$ cat src/rtl/pix_pkg.sv
// Shared types and constants for the colorbar pattern scheduler.
// Holds the pattern index width, the step saturation limit and the scheduler FSM states.
package pix_pkg;

    localparam int PIX_W    = 4;
    localparam int STEP_MAX = 3;

    typedef enum logic [1:0] {
        IDLE  = 2'd0,
        PEND  = 2'd1,
        APPLY = 2'd2
    } sched_state_t;

endpackage

$ cat src/rtl/key_debounce.sv
// Purpose: 2-FF synchronizer plus saturating debounce counter; one key_evt pulse per valid press.
// Latency: key_evt rises DEBOUNCE_CYC+2 cycles after the key falls.
// Backpressure: none; free-running, key_evt is a single-cycle pulse.
module key_debounce #(
    parameter int DEBOUNCE_CYC = 1000000
) (
    input  logic sys_clk,
    input  logic sys_rst,
    input  logic key_in,
    output logic key_evt
);

    localparam int CW = (DEBOUNCE_CYC > 2) ? $clog2(DEBOUNCE_CYC) : 1;
    localparam logic [CW-1:0] CNT_MAX = CW'(DEBOUNCE_CYC - 1);

    logic          key_s1;
    logic          key_s2;
    logic          done;
    logic [CW-1:0] cnt;

    // done marks that this press already fired, so long holds yield a single event
    always_ff @(posedge sys_clk or posedge sys_rst) begin
        if (sys_rst) begin
            key_s1  <= 1'b1;
            key_s2  <= 1'b1;
            cnt     <= '0;
            done    <= 1'b0;
            key_evt <= 1'b0;
        end else begin
            key_s1 <= key_in;
            key_s2 <= key_s1;
            if (key_s2) begin
                cnt <= '0;
            end else if (cnt != CNT_MAX) begin
                cnt <= cnt + CW'(1);
            end
            done    <= !key_s2 && (cnt == CNT_MAX);
            key_evt <= !key_s2 && (cnt == CNT_MAX) && !done;
        end
    end

endmodule

$ cat src/rtl/pix_mode_sched.sv
// Purpose: queue pattern-advance requests and commit pix_num only at a frame start (AUTO_SLIDESHOW_EN adds a frame timer).
// Latency: pix_num and pix_update change one cycle after the frame start that ends PEND.
// Backpressure: none; up to STEP_MAX queued steps, further requests in the same frame saturate.
module pix_mode_sched
    import pix_pkg::*;
#(
    parameter int DEBOUNCE_CYC = 1000000,
    parameter int NUM_MODES    = 4,
    parameter int AUTO_FRAMES  = 300,
    parameter int VS_POL       = 1
) (
    input  logic             sys_clk,
    input  logic             sys_rst,
    input  logic             key_in,
    input  logic             vsync_in,
    output logic [PIX_W-1:0] pix_num,
    output logic             pix_update,
    output logic             pending
);

    localparam logic VS_LVL = (VS_POL != 0);

    sched_state_t state;
    logic [1:0]   steps;
    logic [1:0]   steps_inc;
    logic         key_evt;
    logic         auto_evt;
    logic         vs_q;
    logic         fs;
    logic         req;

    key_debounce #(
        .DEBOUNCE_CYC (DEBOUNCE_CYC)
    ) u_key_debounce (
        .sys_clk (sys_clk),
        .sys_rst (sys_rst),
        .key_in  (key_in),
        .key_evt (key_evt)
    );

    // vs_q resets to the active level so a high vsync at reset release is not a frame start
    always_ff @(posedge sys_clk or posedge sys_rst) begin
        if (sys_rst) begin
            vs_q <= VS_LVL;
        end else begin
            vs_q <= vsync_in;
        end
    end

    assign fs = (vsync_in == VS_LVL) && (vs_q != VS_LVL);

`ifdef AUTO_SLIDESHOW_EN
    localparam int FW = (AUTO_FRAMES > 1) ? $clog2(AUTO_FRAMES) : 1;

    logic [FW-1:0] frame_cnt;

    assign auto_evt = fs && (frame_cnt == FW'(AUTO_FRAMES - 1));

    always_ff @(posedge sys_clk or posedge sys_rst) begin
        if (sys_rst) begin
            frame_cnt <= '0;
        end else if (key_evt || auto_evt) begin
            frame_cnt <= '0;
        end else if (fs) begin
            frame_cnt <= frame_cnt + FW'(1);
        end
    end
`else
    logic unused_auto_cfg;

    assign unused_auto_cfg = (AUTO_FRAMES != 0);
    assign auto_evt        = 1'b0;
`endif

    assign req       = key_evt || auto_evt;
    assign steps_inc = (steps == 2'(STEP_MAX)) ? steps : steps + 2'd1;

    // Boot pattern 0 jumps straight to index steps; selectable patterns wrap within 1..NUM_MODES
    function automatic logic [PIX_W-1:0] next_pix(input logic [PIX_W-1:0] cur, input logic [1:0] st);
        logic [4:0] sum;
        sum = {1'b0, cur} - 5'd1 + {3'b000, st};
        if (cur == '0) begin
            return {2'b00, st};
        end
        return PIX_W'((sum % 5'(NUM_MODES)) + 5'd1);
    endfunction

    always_ff @(posedge sys_clk or posedge sys_rst) begin
        if (sys_rst) begin
            state      <= IDLE;
            steps      <= 2'd0;
            pix_num    <= '0;
            pix_update <= 1'b0;
            pending    <= 1'b0;
        end else begin
            pix_update <= 1'b0;
            case (state)
                IDLE: begin
                    if (req) begin
                        state   <= PEND;
                        steps   <= 2'd1;
                        pending <= 1'b1;
                    end
                end
                PEND: begin
                    if (req) begin
                        steps <= steps_inc;
                    end
                    if (fs) begin
                        state   <= APPLY;
                        pending <= 1'b0;
                    end
                end
                APPLY: begin
                    pix_num    <= next_pix(pix_num, steps);
                    pix_update <= 1'b1;
                    if (req) begin
                        state   <= PEND;
                        steps   <= 2'd1;
                        pending <= 1'b1;
                    end else begin
                        state <= IDLE;
                        steps <= 2'd0;
                    end
                end
                default: begin
                    state   <= IDLE;
                    steps   <= 2'd0;
                    pending <= 1'b0;
                end
            endcase
        end
    end

endmodule

$ cat config.mk
export PLATFORM = sky130hd
export DESIGN_NAME = pix_mode_sched
export DESIGN_NICKNAME = d
export VERILOG_FILES = /design/src/rtl/pix_pkg.sv /design/src/rtl/key_debounce.sv /design/src/rtl/pix_mode_sched.sv
export SDC_FILE = /design/constraint.sdc
export NUM_CORES = 1
export LEC_CHECK = 0
export CORE_UTILIZATION = 50
export DETAILED_ROUTE_END_ITERATION = 8
export PLACE_DENSITY = 0.68
export SLEW_MARGIN = 30
export SYNTH_ARGS = -nofsm -noshare
export SYNTH_HDL_FRONTEND = slang
export SYNTH_SLANG_ARGS = --single-unit
$ cat constraint.sdc
create_clock -name sys_clk -period 5.4 [get_ports sys_clk]
set_input_delay 0.81 -clock sys_clk [delete_from_list [all_inputs] [get_ports sys_clk]]
set_output_delay 0.81 -clock sys_clk [all_outputs]
set_load 0.05 [all_outputs]
==> Word-level counts from Yosys, hierarchy flattened <==
Index checks and enable logic that the tools add are counted.
{ "word_totals": {"register_bits": 35, "ramBits": 0, "input_bits": 4, "n_memories": 0, "mem_bits_ro": 0, "latchBits": 0} }
{ "classes": {"div": 0, "shifts": 0, "n_lt_le_gt_ge": 0, "reduce_logical": 12, "addsub": 5, "muxes": 17, "n_bitwise": 1, "mul": 0, "n_eq_ne": 10} }
{ "op_table": {"columns": ["op", "count"], "rows": [
  ["$mux 20", 2],
  ["$add 20x1->20 const B", 1],
  ["$eq 20x20->1 const B", 1],
  ["$ne 20x20->1 const B", 1],
  ["$pmux 2 s3", 2],
  ["$mux 2", 4],
  ["$mux 4", 2],
  ["$mux 1", 6],
  ["$ne 2x1->1 const B", 3],
  ["$eq 2x2->1 const B", 2],
  ["$logic_not 4->1", 1],
  ["$ne 2x2->1 const B", 2],
  ["$reduce_and 2->1", 2],
  ["$add 2x1->3 const B", 1],
  ["$logic_and 1x1->1", 3],
  ["$reduce_and 3->1", 1],
  ["$add 2x1->2 const B", 1],
  ["$add 2x2->2", 1],
  ["$eq 2x1->1 const B", 1],
  ["$logic_not 1->1", 2],
  ["$logic_not 2->1", 1],
  ["$pmux 1 s2", 1],
  ["$reduce_bool 2->1", 1],
  ["$reduce_or 2->1", 1],
  ["other kinds (2)", 2]
]} }

==> Depth between registers and ports, before layout <==
{ "logic_depth": {"ltp_word": 4, "depth_mapped": 6} }

==> Cells and area by module <==
A second synthesis with hierarchy kept.
{ "hier_totals": {"cells_unflattened": 172, "area_unflattened_um2": 1716.6} }
{ "modules_own_cells": {"columns": ["module", "area_each_um2", "cells_each", "instances"], "rows": [
  ["key_debounce", 1209.9, 123, 1],
  ["pix_mode_sched", 506.7, 49, 1]
]} }

==> Least setup slack after synthesis <==
OpenSTA, ideal clock, no wires.
{ "synth_path": {"path_kind": "register to register", "startpoint": "register pix_num[0]", "endpoint": "register pix_num[1]", "stages_incl_launch_ff": 7, "synth_period_minus_slack_ns": 1.994, "required_time_ns": 5.274, "setup_slack_ns": 3.406, "arrival_ns": 1.868, "path_cell_list": "dfrtp_1 -> inv_1 -> ha_1 -> xnor2_1 -> xnor2_1 -> ha_1 -> o32a_1"} }
{ "synth_via": {"elab_chain_cells": 4} }
{ "synth_lines": {"columns": ["element", "line_no", "text"], "rows": [
  ["start, declared", "pix_mode_sched.sv:16", "output logic [PIX_W-1:0] pix_num,"],
  ["start signal, assigned", "pix_mode_sched.sv:115", "pix_num <= next_pix(pix_num, steps);"],
  ["$sub 2x1->2 or $logic_not 4->1 (tied branches)", "pix_mode_sched.sv:81, pix_mode_sched.sv:82", null],
  ["$add 2x2->2 or $mux 1 (tied branches)", "pix_mode_sched.sv:81, pix_mode_sched.sv:82", null],
  ["$add 2x1->3 or $mux 1 (tied branches)", "pix_mode_sched.sv:85, pix_mode_sched.sv:97", null],
  ["$mux 4 *", "pix_mode_sched.sv:85", "return PIX_W'((sum % 5'(NUM_MODES)) + 5'd1);"]
]} }
Every way passes the cells marked *; elsewhere a longest branch is shown, timed or not. The select of a mux whose other input is x is not followed.
A chain may end at the register's enable or synchronous reset.

==> Worst setup path after layout <==
{ "layout_path": {"startpoint": "register pix_num[1]", "endpoint": "output pix_num[1]"} }
No word-level cell between the ends.

==> flow_summary.toml <==
[floorplan]
core_area_sq_um = 3363
num_rows = 21
io_pins = 10
die_height_um = 61.38
die_x_um = 61.38
fp.dieArea_sq_um = 3768
initial_core_util_pct = 52.42

[timing]
slew_headroom_pct = 57.58
max_freq_mhz = 410.2
rsz0062_at_grt = "false"
slew_violations = 0
fin_skew_ps = 6.660
final_hold_viol_count = 0
setup_viol = 0
min_period_ps = 2438
worst_pin_slew_ps = 630.5
tns_ps = 0
worst_hold_slack_ps = 367.6
period_share_pct = 45.15

[worst_setup_path]
criticalPathCategory = "reg -> out"
critPathTopFamily = "buffers and inverters"
cp_cell_sequence = "clkdlybuf4s50_1"
cpPeakStageDelay_ps = 840
startpoint_type = "flop"
cp_data_required_time_ps = 4590
crit_fanout = 6
slowest_stage = "clkdlybuf4s50_1"
worst-path-buf-inv = 1
worstPathArrival_ps = 1630
endpoint_kind = "primary output"

[clocking]
cts_max_level = 2
cts_buffers = 5
clk_pin_slew_ps = 100
clk_path_buf_depth = 2
cts_resized = 0
ctsHoldBuffers = 0
clock_latency_ps = 330
cts_setup_buffers = 0
cts_tree = "yes"
cts.sinks = 34
root_buffer = "clkbuf_4"

[layout]
drive_gt1_share_pct = 13.37
area_delta_synth_final_pct = 10.29
fillers = 315
antenna_cells = 0
final_nets = 194

[logic_synthesis]
netlist_instances = 175
yosysSeqAreaShare_pct = 48.47
avgSynthCellArea_sq_um = 10.07
synth_ff_type = "dfrtp_1"
synth_cell_types = 48
synth_edf_count = 0
yosys_warnings = 0
ys_ff_latch = 34
synthesis.area_sq_um = 1763
async_flop_share_pct = 100.0
syn_nets = 183

[detailed_routing]
wl_um = 3349
drcViolationCount = 0
drtIter0Drc = 41
dr.pass1.iters = 4
wl_per_cell_um = 14.37
via_per_inst = 5.777
vias = 1346
ant_nets = 0

[placed_design]
portBuffers = 8
gp_congestion = 0.7621
hpwlAfterDp_um = 2414

[global_routing]
antenna_found_initial = 0
gr-total-overflow = 0
grt_pass1_wl_um = 5451
grt.total_usage_pct = 20.59
grt_pass1_vias = 1204
grt_max_degree = 35

[power_and_ir_drop]
p_leak_nw = 0.7711
power_density_nw_per_um2 = 217.7
ir_worst_vdd_mv = 0.1154

[worst_hold_path]
hold_path.class = "reg -> reg"

[flow_run]
cap_violations = 0

[outcome]
status = "complete, no violations"
## worst reg2reg max path, stage by stage, from the launching register on
cell     delay, ps
dfrtp_1        480
or4b_1         560
nor4_1         560
or3_1          190
a21oi_1         60
## worst paths after layout
| kind | from | end | slack [ps] | cells past startpoint |
|---|---|---|---|---|
| max | pix_num[1] | pix_num[1] | 2960 | 1 |
| min | u_key_debounce.key_s1 | u_key_debounce.key_s2 | 370 | 0 |
| max reg2reg | u_key_debounce.cnt[7] | u_key_debounce.cnt[6] | 3430 | 4 |
| min reg2reg | u_key_debounce.key_s1 | u_key_debounce.key_s2 | 370 | 0 |
| max in group asynchronous | sys_rst | u_key_debounce.key_s2 | 4200 | 3 |
| min in group asynchronous | sys_rst | steps[0] | 870 | 3 |
## cells by family (layout without fill, tap and decap cells)
family,count (synthesis),after routing,share of synthesized area [%]
buffers and inverters,15,27,3.478
multiplexers,3,3,1.916
AND/OR/NAND/NOR,79,79,26.97
other,1,1,0.2127
adder cells (fa/ha/maj),4,4,2.839
XOR/XNOR,10,10,4.968
AO/OA/AOI/OAI,29,29,11.14
flip-flops,34,34,48.47
## metal layers
metal / vias to the layer above / routed length [um] / global-route usage, %
li1: 651 / - / -
met1: 664 / 1453 / 23.39
met3: 7 / 104 / 6.092
met2: 24 / 1714 / 36.18
met5: - / 0 / 0
met4: 0 / 76 / 8.571
## cells in the mapped netlist, types with 2 or more instances
master	instances	area, sq um
or4_4	2	22.52
or4b_1	3	30.03
o21bai_1	2	15.01
nand3_1	5	25.02
dfstp_2	3	78.83
nor2_1	19	71.32
o21ai_0	3	15.01
clkbuf_1	3	11.26
nor3_1	12	60.06
a31oi_1	3	18.77
mux2_2	2	22.52
xnor2_1	10	87.58
o31ai_1	3	22.52
nor4_1	3	18.77
nand4_1	5	31.28
a21oi_1	9	45.04
ha_1	4	50.05
inv_1	10	37.54
nor2b_1	4	25.02
nor4_2	2	25.02
nand2_1	9	33.78
o41ai_1	2	17.52
dfrtp_1	31	775.7
nand3b_1	2	15.01
## area by class of cell
type	count	area, sq um	area share [%]
Clock buffer	7	55.05	2.831
Clock inverter	1	5.005	0.2574
Inverter	10	37.54	1.931
Multi-Input combinational cell	126	847.1	43.57
Sequential cell	34	854.6	43.95
Tap cell	46	57.56	2.960
Timing Repair Buffer	9	87.58	4.505
## state kept, by name (all words and copies together) (netlist names)
signal                  cells
state                       2
pix_num                     3
u_key_debounce.done         1
u_key_debounce.key_s1       1
pix_update                  1
vs_q                        1
pending                     1
u_key_debounce.cnt         20
u_key_debounce.key_s2       1
steps                       2
u_key_debounce.key_evt      1
## placed cells by master, fill, tap and decap left out, types with 5 or more instances in the layout
| cell type | synthesis | final |
|---|---|---|
| inv_1 | 10 | 10 |
| a21oi_1 | 9 | 9 |
| dfrtp_1 | 31 | 31 |
| xnor2_1 | 10 | 10 |
| nor3_1 | 12 | 12 |
| nand2_1 | 9 | 9 |
| clkbuf_4 | 0 | 5 |
| clkdlybuf4s50_1 | 0 | 8 |
| nor2_1 | 19 | 19 |
| nand4_1 | 5 | 5 |
| nand3_1 | 5 | 5 |
## through the flow
stage | instance area [sq um] | utilization, % | setup WS [ps] | total power, W | std cells
3_3_place_gp | 1884 | 56.03 | 3358 | 0.0002840 | 225
6_report | 1944 | 57.81 | 2962 | 0.0004233 | 233
5_1_grt | 1944 | 57.81 | 2897 | 0.0004428 | 233
3_5_place_dp | 1884 | 56.03 | 3324 | 0.0002846 | 225
2_1_floorplan | 1763 | - | 3406 | 0.0002792 | 175
4_1_cts | 1944 | 57.81 | 2944 | 0.0004290 | 233
## power by group
group / switching, W / internal, W
combinational: 0.00000964 / 0.00000530
clock: 0.0000810 / 0.0000631
sequential: 0.00000602 / 0.000258
total: 0.0000966 / 0.000327
Power figures use the tool's default switching activity.
